### src/rtl/spu_simd_shift_rotate_unit_if.sv
// Handshake and data bundle for the SPU SIMD shift/rotate unit.
// A transfer happens on a rising edge where valid && ready. The producer holds valid and data stable until the transfer completes, and ready may depend combinationally on the consumer's ready.
interface spu_simd_shift_rotate_unit_if #(
  parameter int WIDTH = 128
);
  logic             in_valid;
  logic             in_ready;
  logic [1:0]       op;
  logic             use_imm;
  logic [6:0]       imm7;
  logic [WIDTH-1:0] ra;
  logic [WIDTH-1:0] rb;
  logic             out_valid;
  logic             out_ready;
  logic [WIDTH-1:0] rt;

  modport master (
    output in_valid, op, use_imm, imm7, ra, rb, out_ready,
    input  in_ready, out_valid, rt
  );

  modport slave (
    input  in_valid, op, use_imm, imm7, ra, rb, out_ready,
    output in_ready, out_valid, rt
  );
endinterface

### src/rtl/spu_simd_shift_rotate_unit.sv
// Pipelined SIMD shift/rotate unit (SHL, ROT, SHR, SRA) with a STAGES-deep stalling pipeline.
// Define SPU_SHIFT_ARITH_EN to make op 11 an arithmetic right shift; otherwise op 11 is a logical right shift.
module spu_simd_shift_rotate_unit #(
  parameter int WIDTH  = 128,
  parameter int ELEM_W = 16,
  parameter int STAGES = 2
) (
  input  logic                           clk,
  input  logic                           rst_n,
  spu_simd_shift_rotate_unit_if.slave    io,
  output logic [STAGES-1:0]              dbg_stage_valid
);

  localparam int N  = WIDTH / ELEM_W;
  localparam int LG = $clog2(ELEM_W);

  localparam logic [1:0] OP_SHL = 2'b00;
  localparam logic [1:0] OP_ROT = 2'b01;
`ifdef SPU_SHIFT_ARITH_EN
  localparam logic [1:0] OP_SRA = 2'b11;
`endif

  logic [ELEM_W-1:0] imm_ext;
  logic [WIDTH-1:0]  result;

  assign imm_ext = {{(ELEM_W-7){io.imm7[6]}}, io.imm7};

  // Per-element datapath. Counts are reduced to LG+1 bits; the top bit marks "shifted fully out".
  for (genvar i = 0; i < N; i++) begin : g_elem
    logic [ELEM_W-1:0]   x;
    logic [ELEM_W-1:0]   cnt;
    logic [ELEM_W-1:0]   neg_cnt;
    logic [LG:0]         n_l;
    logic [LG:0]         n_r;
    logic [2*ELEM_W-1:0] dbl;
    logic [ELEM_W-1:0]   elem_res;
    logic                unused_cnt_bits;

    always_comb begin
      x        = io.ra[i*ELEM_W +: ELEM_W];
      cnt      = io.use_imm ? imm_ext : io.rb[i*ELEM_W +: ELEM_W];
      neg_cnt  = '0 - cnt;
      n_l      = cnt[LG:0];
      n_r      = neg_cnt[LG:0];
      dbl      = {x, x} << n_l[LG-1:0];
      elem_res = '0;
      case (io.op)
        OP_SHL: elem_res = n_l[LG] ? '0 : (x << n_l[LG-1:0]);
        OP_ROT: elem_res = dbl[2*ELEM_W-1 -: ELEM_W];
`ifdef SPU_SHIFT_ARITH_EN
        OP_SRA: elem_res = n_r[LG] ? {ELEM_W{x[ELEM_W-1]}}
                                   : ELEM_W'($signed(x) >>> n_r[LG-1:0]);
`endif
        default: elem_res = n_r[LG] ? '0 : (x >> n_r[LG-1:0]);
      endcase
    end

    assign unused_cnt_bits = ^{cnt[ELEM_W-1:LG+1], neg_cnt[ELEM_W-1:LG+1]};
    assign result[i*ELEM_W +: ELEM_W] = elem_res;
  end

  // Pipeline: stage 0 captures the computed result, later stages only hold it.
  logic [STAGES-1:0] vld_q;
  logic [STAGES-1:0] vld_d;
  logic [WIDTH-1:0]  data_q [STAGES];
  logic [WIDTH-1:0]  data_d [STAGES];
  logic [STAGES-1:0] adv;
  logic              accept;
  logic              chain;

  always_comb begin
    adv   = '0;
    chain = !vld_q[STAGES-1] || io.out_ready;
    adv[STAGES-1] = chain;
    // Walk from the output back so each stage sees whether its successor frees a slot.
    for (int k = STAGES - 2; k >= 0; k--) begin
      chain  = !vld_q[k] || chain;
      adv[k] = chain;
    end
    accept = io.in_valid && adv[0];
  end

  always_comb begin
    vld_d  = vld_q;
    data_d = data_q;
    if (adv[0]) begin
      vld_d[0] = accept;
      if (accept) begin
        data_d[0] = result;
      end
    end
    for (int k = 1; k < STAGES; k++) begin
      if (adv[k]) begin
        vld_d[k] = vld_q[k-1];
        if (vld_q[k-1]) begin
          data_d[k] = data_q[k-1];
        end
      end
    end
  end

  always_ff @(posedge clk or negedge rst_n) begin
    if (!rst_n) begin
      vld_q <= '0;
      for (int k = 0; k < STAGES; k++) begin
        data_q[k] <= '0;
      end
    end else begin
      vld_q <= vld_d;
      for (int k = 0; k < STAGES; k++) begin
        data_q[k] <= data_d[k];
      end
    end
  end

  assign io.in_ready   = adv[0];
  assign io.out_valid  = vld_q[STAGES-1];
  assign io.rt         = data_q[STAGES-1];
  assign dbg_stage_valid = vld_q;

endmodule

### src/flat_wrapper.sv
// flat-port wrapper written by rule: the top's interface ports become plain ports
module spu_simd_shift_rotate_unit_flat 
#(
  parameter int WIDTH  = 128,
  parameter int ELEM_W = 16,
  parameter int STAGES = 2
)
  (clk, rst_n, dbg_stage_valid, io_in_valid, io_op, io_use_imm, io_imm7, io_ra, io_rb, io_out_ready, io_in_ready, io_out_valid, io_rt);
  spu_simd_shift_rotate_unit_if #(.WIDTH(WIDTH)) io_i ();
  input  logic clk;
  input  logic rst_n;
  output logic [STAGES-1:0] dbg_stage_valid;
  input wire logic [$bits(io_i.in_valid)-1:0] io_in_valid;
  input wire logic [$bits(io_i.op)-1:0] io_op;
  input wire logic [$bits(io_i.use_imm)-1:0] io_use_imm;
  input wire logic [$bits(io_i.imm7)-1:0] io_imm7;
  input wire logic [$bits(io_i.ra)-1:0] io_ra;
  input wire logic [$bits(io_i.rb)-1:0] io_rb;
  input wire logic [$bits(io_i.out_ready)-1:0] io_out_ready;
  output wire logic [$bits(io_i.in_ready)-1:0] io_in_ready;
  output wire logic [$bits(io_i.out_valid)-1:0] io_out_valid;
  output wire logic [$bits(io_i.rt)-1:0] io_rt;
  assign io_i.in_valid = io_in_valid;
  assign io_i.op = io_op;
  assign io_i.use_imm = io_use_imm;
  assign io_i.imm7 = io_imm7;
  assign io_i.ra = io_ra;
  assign io_i.rb = io_rb;
  assign io_i.out_ready = io_out_ready;
  assign io_in_ready = io_i.in_ready;
  assign io_out_valid = io_i.out_valid;
  assign io_rt = io_i.rt;
  spu_simd_shift_rotate_unit #(.WIDTH(WIDTH), .ELEM_W(ELEM_W), .STAGES(STAGES)) u_core (.clk(clk), .rst_n(rst_n), .io(io_i), .dbg_stage_valid(dbg_stage_valid));
endmodule
### config.mk
export PLATFORM = sky130hd
export DESIGN_NAME = spu_simd_shift_rotate_unit_flat
export DESIGN_NICKNAME = d
export VERILOG_FILES = /design/src/rtl/spu_simd_shift_rotate_unit_if.sv /design/src/rtl/spu_simd_shift_rotate_unit.sv /design/src/flat_wrapper.sv
export SDC_FILE = /design/constraint.sdc
export NUM_CORES = 1
export LEC_CHECK = 0
export ABC_AREA = 1
export CAP_MARGIN = 30
export CORE_ASPECT_RATIO = 0.75
export CORE_MARGIN = 1
export CORE_UTILIZATION = 35
export DETAILED_ROUTE_END_ITERATION = 16
export MAX_ROUTING_LAYER = met4
export PLACE_DENSITY = 0.66
export SYNTH_ARGS = -nofsm -noshare
export SYNTH_HDL_FRONTEND = slang
export SYNTH_SLANG_ARGS = --single-unit
### constraint.sdc
create_clock -name clk -period 3.92 [get_ports clk]
set_input_delay 0.784 -clock clk [delete_from_list [all_inputs] [get_ports clk]]
set_output_delay 0.784 -clock clk [all_outputs]
set_load 0.005 [all_outputs]
==> flow_summary.json, run 1 <==
{
  "clkLatencyLatePin_ns": 0.61,
  "cts_buffers": 30,
  "cp_num_buf_inv": 6,
  "period_needed_ns": 3.13,
  "syn_to_final_growth_pct": 17.3,
  "firstDrtPassIters": 6,
  "fillCellCount": 7724,
  "wl_per_cell_microns": 18.8,
  "fin_crit_sh_pct": 79.9,
  "worst_ep_required_time_ns": 4.42,
  "hold_buffers": 0,
  "io_pins": 402,
  "cts_sinks": 258,
  "ys_types": 42,
  "slew-limit-headroom_pct": 59.7,
  "drt-total-wl_microns": 101000,
  "status": "finished clean",
  "cp-end-kind": "register",
  "final_cell_mix": "nand2_1 (1402), nand3_1 (1096), nor2_1 (344)",
  "die_area_sq_mm": 0.0738,
  "clock-root-buffer": "clkbuf_16",
  "grt_antenna_before_repair": 16,
  "gp_congestion": 1.03,
  "maxSlewViolCount": 0,
  "chipHeight_microns": 235,
  "worst_clock_skew_ns": 0.0115,
  "crit_family": "buffers and inverters",
  "crit_slowest_cell": "clkdlybuf4s50_1",
  "core_sq_mm": 0.0718,
  "min_path_type": "in2async",
  "overflow": 0,
  "initial_utilization_pct": 35.4,
  "nNetsFinal": 4671,
  "grt_max_degree": 87,
  "drtIter0Drc": 2997,
  "cp_max_fo": 20,
  "ys_warn_count": 0,
  "fmax_ghz": 0.319,
  "max_stage_delay_ns": 0.52,
  "final_antenna_net_count": 0,
  "synth_enable_flop_cells": 0,
  "num_rows": 85,
  "grt_pass1_wl_microns": 157000,
  "cts_tree": "built",
  "vias": 29200,
  "path_clk_slew_ns": 0.07,
  "tns_ns": 0,
  "crit_arrival_ns": 3.63,
  "path_class": "in2reg",
  "p_leak_nw": 15.1,
  "grt_setup_unrepaired": "false",
  "async_flop_share_pct": 100,
  "cp-start-kind": "input pin",
  "p_per_area_mw_per_mm2": 426,
  "crit_chain": "clkdlybuf4s50_1 -> buf_12 -> inv_6 -> buf_4 -> nand2_4 -> nand2_2 -> inv_2 -> ha_1 -> nand3_1 -> nand2_2 -> inv_2 -> nand2_1 -> o21ai_0 -> nand2_1 -> nand3_1 -> nor2_1 -> nor2_1",
  "worstMarginPinSlew_ns": 0.601,
  "ir_worst_vdd_v": 0.000349,
  "die_w_microns": 313,
  "drive_gt1_share_pct": 9.01,
  "grt_pass1_vias": 26600,
  "hold_violations": 0,
  "syn_inst": 4279,
  "finalPower_mw": 12.7,
  "final_common_cell": "nand2_1",
  "post_cts_buffers": 0,
  "seq_area_frac_synth_pct": 25.4,
  "ys_seq_elements": 258,
  "whs_ns": 0.134,
  "hpwlAfterDp_microns": 77200,
  "grt_use_total_pct": 27.7,
  "max-cap-violations": 0,
  "io_buffers": 311,
  "routed_via_density": 5.42,
  "syn_nets": 4557,
  "clk_path_buf_depth": 3,
  "cts_resized": 0,
  "synthFlopType": "dfrtp_1",
  "syn-cell-area_sq_mm": 0.0254,
  "drc": 0,
  "avgSynthCellArea_sq_um": 5.95,
  "finalSetupViolations": 0,
  "htree_num_levels": 1
}
[power by group]
group	switching, mW	internal (mW)
Sequential	0.443	3.45
Clock	1.29	1.82
Combinational	3.24	2.50
Total	4.97	7.76
[final cells by class]
class	count	area [sq um]	area share, %
multi-input cells	3369	15800	53.0
flip-flops and latches	258	6460	21.6
repair buffers	426	4100	13.7
well taps	957	1200	4.01
inverters	308	1170	3.91
clock buffers	37	817	2.74
clock inverters	19	258	0.864
diodes	16	40.0	0.134
[state kept, by name (all words and copies together) (netlist names)]
signal,count
u_core.data_q,128
u_core.io.rt,128
u_core.dbg_stage_valid,2
[through the flow]
| step | utilization (%) | setup slack [ns] | std cells | instance area, sq um |
|---|---|---|---|---|
| 3_5_place_dp | 40.0 | 0.196 | 5318 | 28700 |
| 4_1_cts | 41.5 | 0.850 | 5374 | 29800 |
| 5_1_grt | 41.6 | 0.561 | 5390 | 29800 |
| 6_report | 41.6 | 0.786 | 5390 | 29800 |
| 2_1_floorplan | - | 0.800 | 4279 | 25400 |
| 3_3_place_gp | 40.0 | 0.232 | 5318 | 28700 |
[metal layers]
metal	GRT usage, %	share of wire (%)	vias to the layer above	wire (microns)
met3	7.66	12	132	11800
met4	5.97	2.3	0	2320
met5	-	0	-	0
li1	-	-	14100	-
met2	38.1	40	1479	40600
met1	39.8	46	13500	46400
[Yosys cell counts, types with 8 or more instances]
| library cell | number | area, sq um |
|---|---|---|
| nand2_1 | 1404 | 5270 |
| nand3_1 | 1096 | 5490 |
| nor2_1 | 345 | 1290 |
| inv_1 | 274 | 1030 |
| dfrtp_1 | 258 | 6460 |
| buf_4 | 151 | 1130 |
| a21oi_1 | 126 | 631 |
| o21ai_0 | 109 | 546 |
| mux2_2 | 98 | 1100 |
| clkbuf_1 | 83 | 312 |
| buf_2 | 75 | 375 |
| nand2_2 | 42 | 263 |
| buf_1 | 26 | 97.6 |
| inv_2 | 25 | 93.8 |
| o21ai_1 | 21 | 105 |
| nand3b_1 | 20 | 150 |
| nand2_4 | 16 | 180 |
| nor2_2 | 14 | 87.6 |
| nand4_1 | 13 | 81.3 |
| nor2_4 | 13 | 146 |
| clkinv_1 | 8 | 30.0 |
| ha_1 | 8 | 100 |
[logic make-up (layout without fill, tap and decap cells)]
kind of cell / after synthesis / after routing / synth area share (%)
AOI/OAI and AO/OA: 279 / 279 / 5.75
adders and majority gates: 8 / 8 / 0.393
buffers and inverters: 652 / 790 / 12.6
DFF: 258 / 258 / 25.4
muxes: 98 / 98 / 4.34
other: 0 / 16 / 0
and+or+nand+nor: 2984 / 2984 / 51.6
[worst paths after layout]
path	start	depth (start not counted)	slack [ns]	end
min reg2reg	u_core.data_q[155]	2	0.48	u_core.data_q[155]
min	rst_n	1	0.13	u_core.data_q[217]
max reg2reg	u_core.dbg_stage_valid[0]	7	1.84	u_core.data_q[163]
min in group clk	u_core.data_q[155]	2	0.48	u_core.data_q[155]
max	io_use_imm	17	0.79	u_core.data_q[193]
max in group asynchronous	rst_n	2	2.96	u_core.data_q[203]
(Power assumes the default switching activity.)
==> inputs of run 2 (changes only) <==
--- a/config.mk
+++ b/config.mk
@@ -12,7 +12,7 @@
 export CORE_UTILIZATION = 35
 export DETAILED_ROUTE_END_ITERATION = 16
 export MAX_ROUTING_LAYER = met4
-export PLACE_DENSITY = 0.66
+export PLACE_DENSITY = 0.68
 export SYNTH_ARGS = -nofsm -noshare
 export SYNTH_HDL_FRONTEND = slang
 export SYNTH_SLANG_ARGS = --single-unit
==> constraint.sdc (replaced) <==
create_clock -name clk -period 2.6 [get_ports clk]
set_input_delay 0.52 -clock clk [delete_from_list [all_inputs] [get_ports clk]]
set_output_delay 0.52 -clock clk [all_outputs]
set_load 0.005 [all_outputs]
==> run 2 against run 1 <==
Compared with the run above: first-iteration DRC count up 7.5%; total power grew 61%; worst hold slack gained 0.26 ns; wire length rose by 9.6%; combinational power rose by 67%.
==> flow_summary.json, run 2 (synthesis gave the netlist of run 1 again) <==
{
  "routed_via_density": 5.35,
  "worst_ep_required_time_ns": 3.10,
  "chipHeight_microns": 235,
  "hold_violations": 0,
  "cp_num_buf_inv": 9,
  "maxSlewViolCount": 0,
  "slew-limit-headroom_pct": 42.6,
  "crit_family": "buffers and inverters",
  "cts_tree": "built",
  "crit_top_cell": "nand2_1",
  "wl_per_cell_microns": 19.3,
  "max_stage_delay_ns": 0.50,
  "worst_clock_skew_ns": 0.0197,
  "syn_to_final_growth_pct": 30.2,
  "tns_ns": 0,
  "path_clk_slew_ns": 0.06,
  "p_per_area_mw_per_mm2": 617,
  "cp-end-kind": "register",
  "reg2reg_to": "u_core.data_q[243]",
  "io_pins": 402,
  "grt_pass1_wl_microns": 170000,
  "overflow": 0,
  "p_leak_nw": 17.0,
  "fmax_ghz": 0.396,
  "r2r_start": "u_core.dbg_stage_valid[1]",
  "crit_slowest_cell": "clkdlybuf4s50_1",
  "core_sq_mm": 0.0718,
  "grt_antenna_before_repair": 6,
  "worst-r2r-setup-slack_ns": 0.66,
  "drt-total-wl_microns": 111000,
  "power_frac_comb_pct": 47.0,
  "grt_max_degree": 87,
  "htree_num_levels": 1,
  "clock-root-buffer": "clkbuf_16",
  "fin_crit_sh_pct": 97.2,
  "vias": 30800,
  "clk_path_buf_depth": 3,
  "final_antenna_net_count": 0,
  "crit_arrival_ns": 3.03,
  "worstMarginPinSlew_ns": 0.860,
  "nNetsFinal": 5046,
  "path_class": "in2reg",
  "die_area_sq_mm": 0.0738,
  "power_switching_mw": 7.90,
  "max-cap-violations": 0,
  "cp-start-kind": "input pin",
  "num_rows": 85,
  "drtIter0Drc": 3222,
  "drc": 0,
  "final_cell_mix": "nand2_1 (1402), nand3_1 (1092), buf_4 (447)",
  "grt_use_total_pct": 30.4,
  "reg2reg_depth": 8,
  "clkPwrFrac_pct": 24.0,
  "swShare_pct": 38.6,
  "grt_pass1_vias": 28400,
  "min_path_type": "in2async",
  "io_buffers": 311,
  "p_int_mw": 12.5,
  "firstDrtPassIters": 7,
  "status": "finished clean",
  "initial_utilization_pct": 35.4,
  "cts_sinks": 258,
  "hpwlAfterDp_microns": 88100,
  "finalSetupViolations": 0,
  "p_seq_share_pct": 29.0,
  "die_w_microns": 313,
  "cts_buffers": 31,
  "cp_max_fo": 11,
  "gp_congestion": 0.981,
  "dp_cells": 5690,
  "fin_util_pct": 46.1,
  "finalNonFillerCells": 5755,
  "drive_gt1_share_pct": 16.4,
  "period_needed_ns": 2.53,
  "clkLatencyLatePin_ns": 0.62,
  "final_common_cell": "nand2_1",
  "crit_chain": "clkdlybuf4s50_1 -> buf_12 -> inv_6 -> buf_4 -> buf_12 -> nand2_8 -> nand2_4 -> inv_1 -> ha_1 -> buf_6 -> buf_4 -> nand3_1 -> nand3_1 -> o21ai_0 -> nand2_1 -> nand2_1 -> nand3b_1 -> nand2_1 -> inv_1",
  "ir_worst_vdd_v": 0.000539
}
==> run 2: cell count changes in the layout (fill, tap and decap cells not counted), moves of 3 or more <==
cell and change:
nor2_1 -3, clkbuf_8 -3, nand3_1 -4, nor2_2 +3
inv_6 +7, buf_4 +342, inv_1 -3, clkinv_2 -3
buf_12 +29, nand3_2 +3, diode_2 -10
==> run 2: worst max path at each step <==
stage / from / to / slack, ns / cells after the start
2_1_floorplan: io_use_imm / u_core.data_q[213] / 0.001 / 17
3_3_place_gp: io_use_imm / u_core.data_q[170] / -0.55 / 17
3_5_place_dp: io_use_imm / u_core.data_q[170] / -0.54 / 18
4_1_cts: u_core.dbg_stage_valid[1] / io_in_ready / 0.07 / 3
5_1_grt: io_use_imm / u_core.data_q[187] / -0.005 / 18
6_report: io_use_imm / u_core.data_q[147] / 0.07 / 19
==> run 2: metrics by stage <==
step	instance area (sq um)	worst slack (ns)	hold slack, ns	power [mW]
floorplan	25500	0.000965	0.224	11.7
global placement	31900	-0.551	0.444	15.4
detailed placement	31900	-0.539	0.449	15.5
CTS	33000	0.0658	0.368	20.5
global route	33100	-0.00483	0.402	21.8
finish	33100	0.0731	0.390	20.4
==> run 2: area by class of cell <==
class                           count  area [sq um]
Multi-Input combinational cell   3369         15900
Fill cell                        7666         38700
Timing Repair Buffer              800          7280
Tap cell                          957          1200
Sequential cell                   258          6460
Clock inverter                     23           327
Clock buffer                       34           797
Inverter                          308          1170
Antenna cell                        6          15.0
==> run 2: what timing repair did <==
| action | in CTS | in global routing |
|---|---|---|
| buffers inserted | 0 | 1 |
| resized for setup | 2 | 14 |
| endpoints found under the setup margin | 1 | 20 |
| hold buffers | 1 | 0 |
| hold endpoints to repair | 40 | 0 |
| pin swaps | 0 | 2 |
==> run 2: power groups by stage <==
stage / clock, mW / combinational, mW / sequential [mW]
5_1_grt: 5.19 / 10.5 / 6.07
3_3_place_gp: 0 / 9.45 / 5.97
3_5_place_dp: 0 / 9.46 / 5.99
6_report: 4.90 / 9.61 / 5.94
2_1_floorplan: 0 / 5.98 / 5.67
4_1_cts: 5.04 / 9.51 / 5.94
==> run 2: worst register-to-register path, cell delays in order (launching register included) <==
cell and delay, ns:
dfrtp_2 0.50, nand3_2 0.22, nand2_4 0.17, inv_6 0.23, buf_12 0.23, nand2_1 0.07
nand3b_1 0.14, nor2_1 0.20, nor2_1 0.07
==> run 2: layer usage <==
metal | GRT usage [%] | vias to the layer above | part of all wire (%)
li1 | - | 14900 | -
met1 | 46.1 | 14400 | 48
met2 | 41.9 | 1440 | 41
met3 | 5.25 | 112 | 9.5
met4 | 5.00 | 0 | 1.9
met5 | - | - | 0
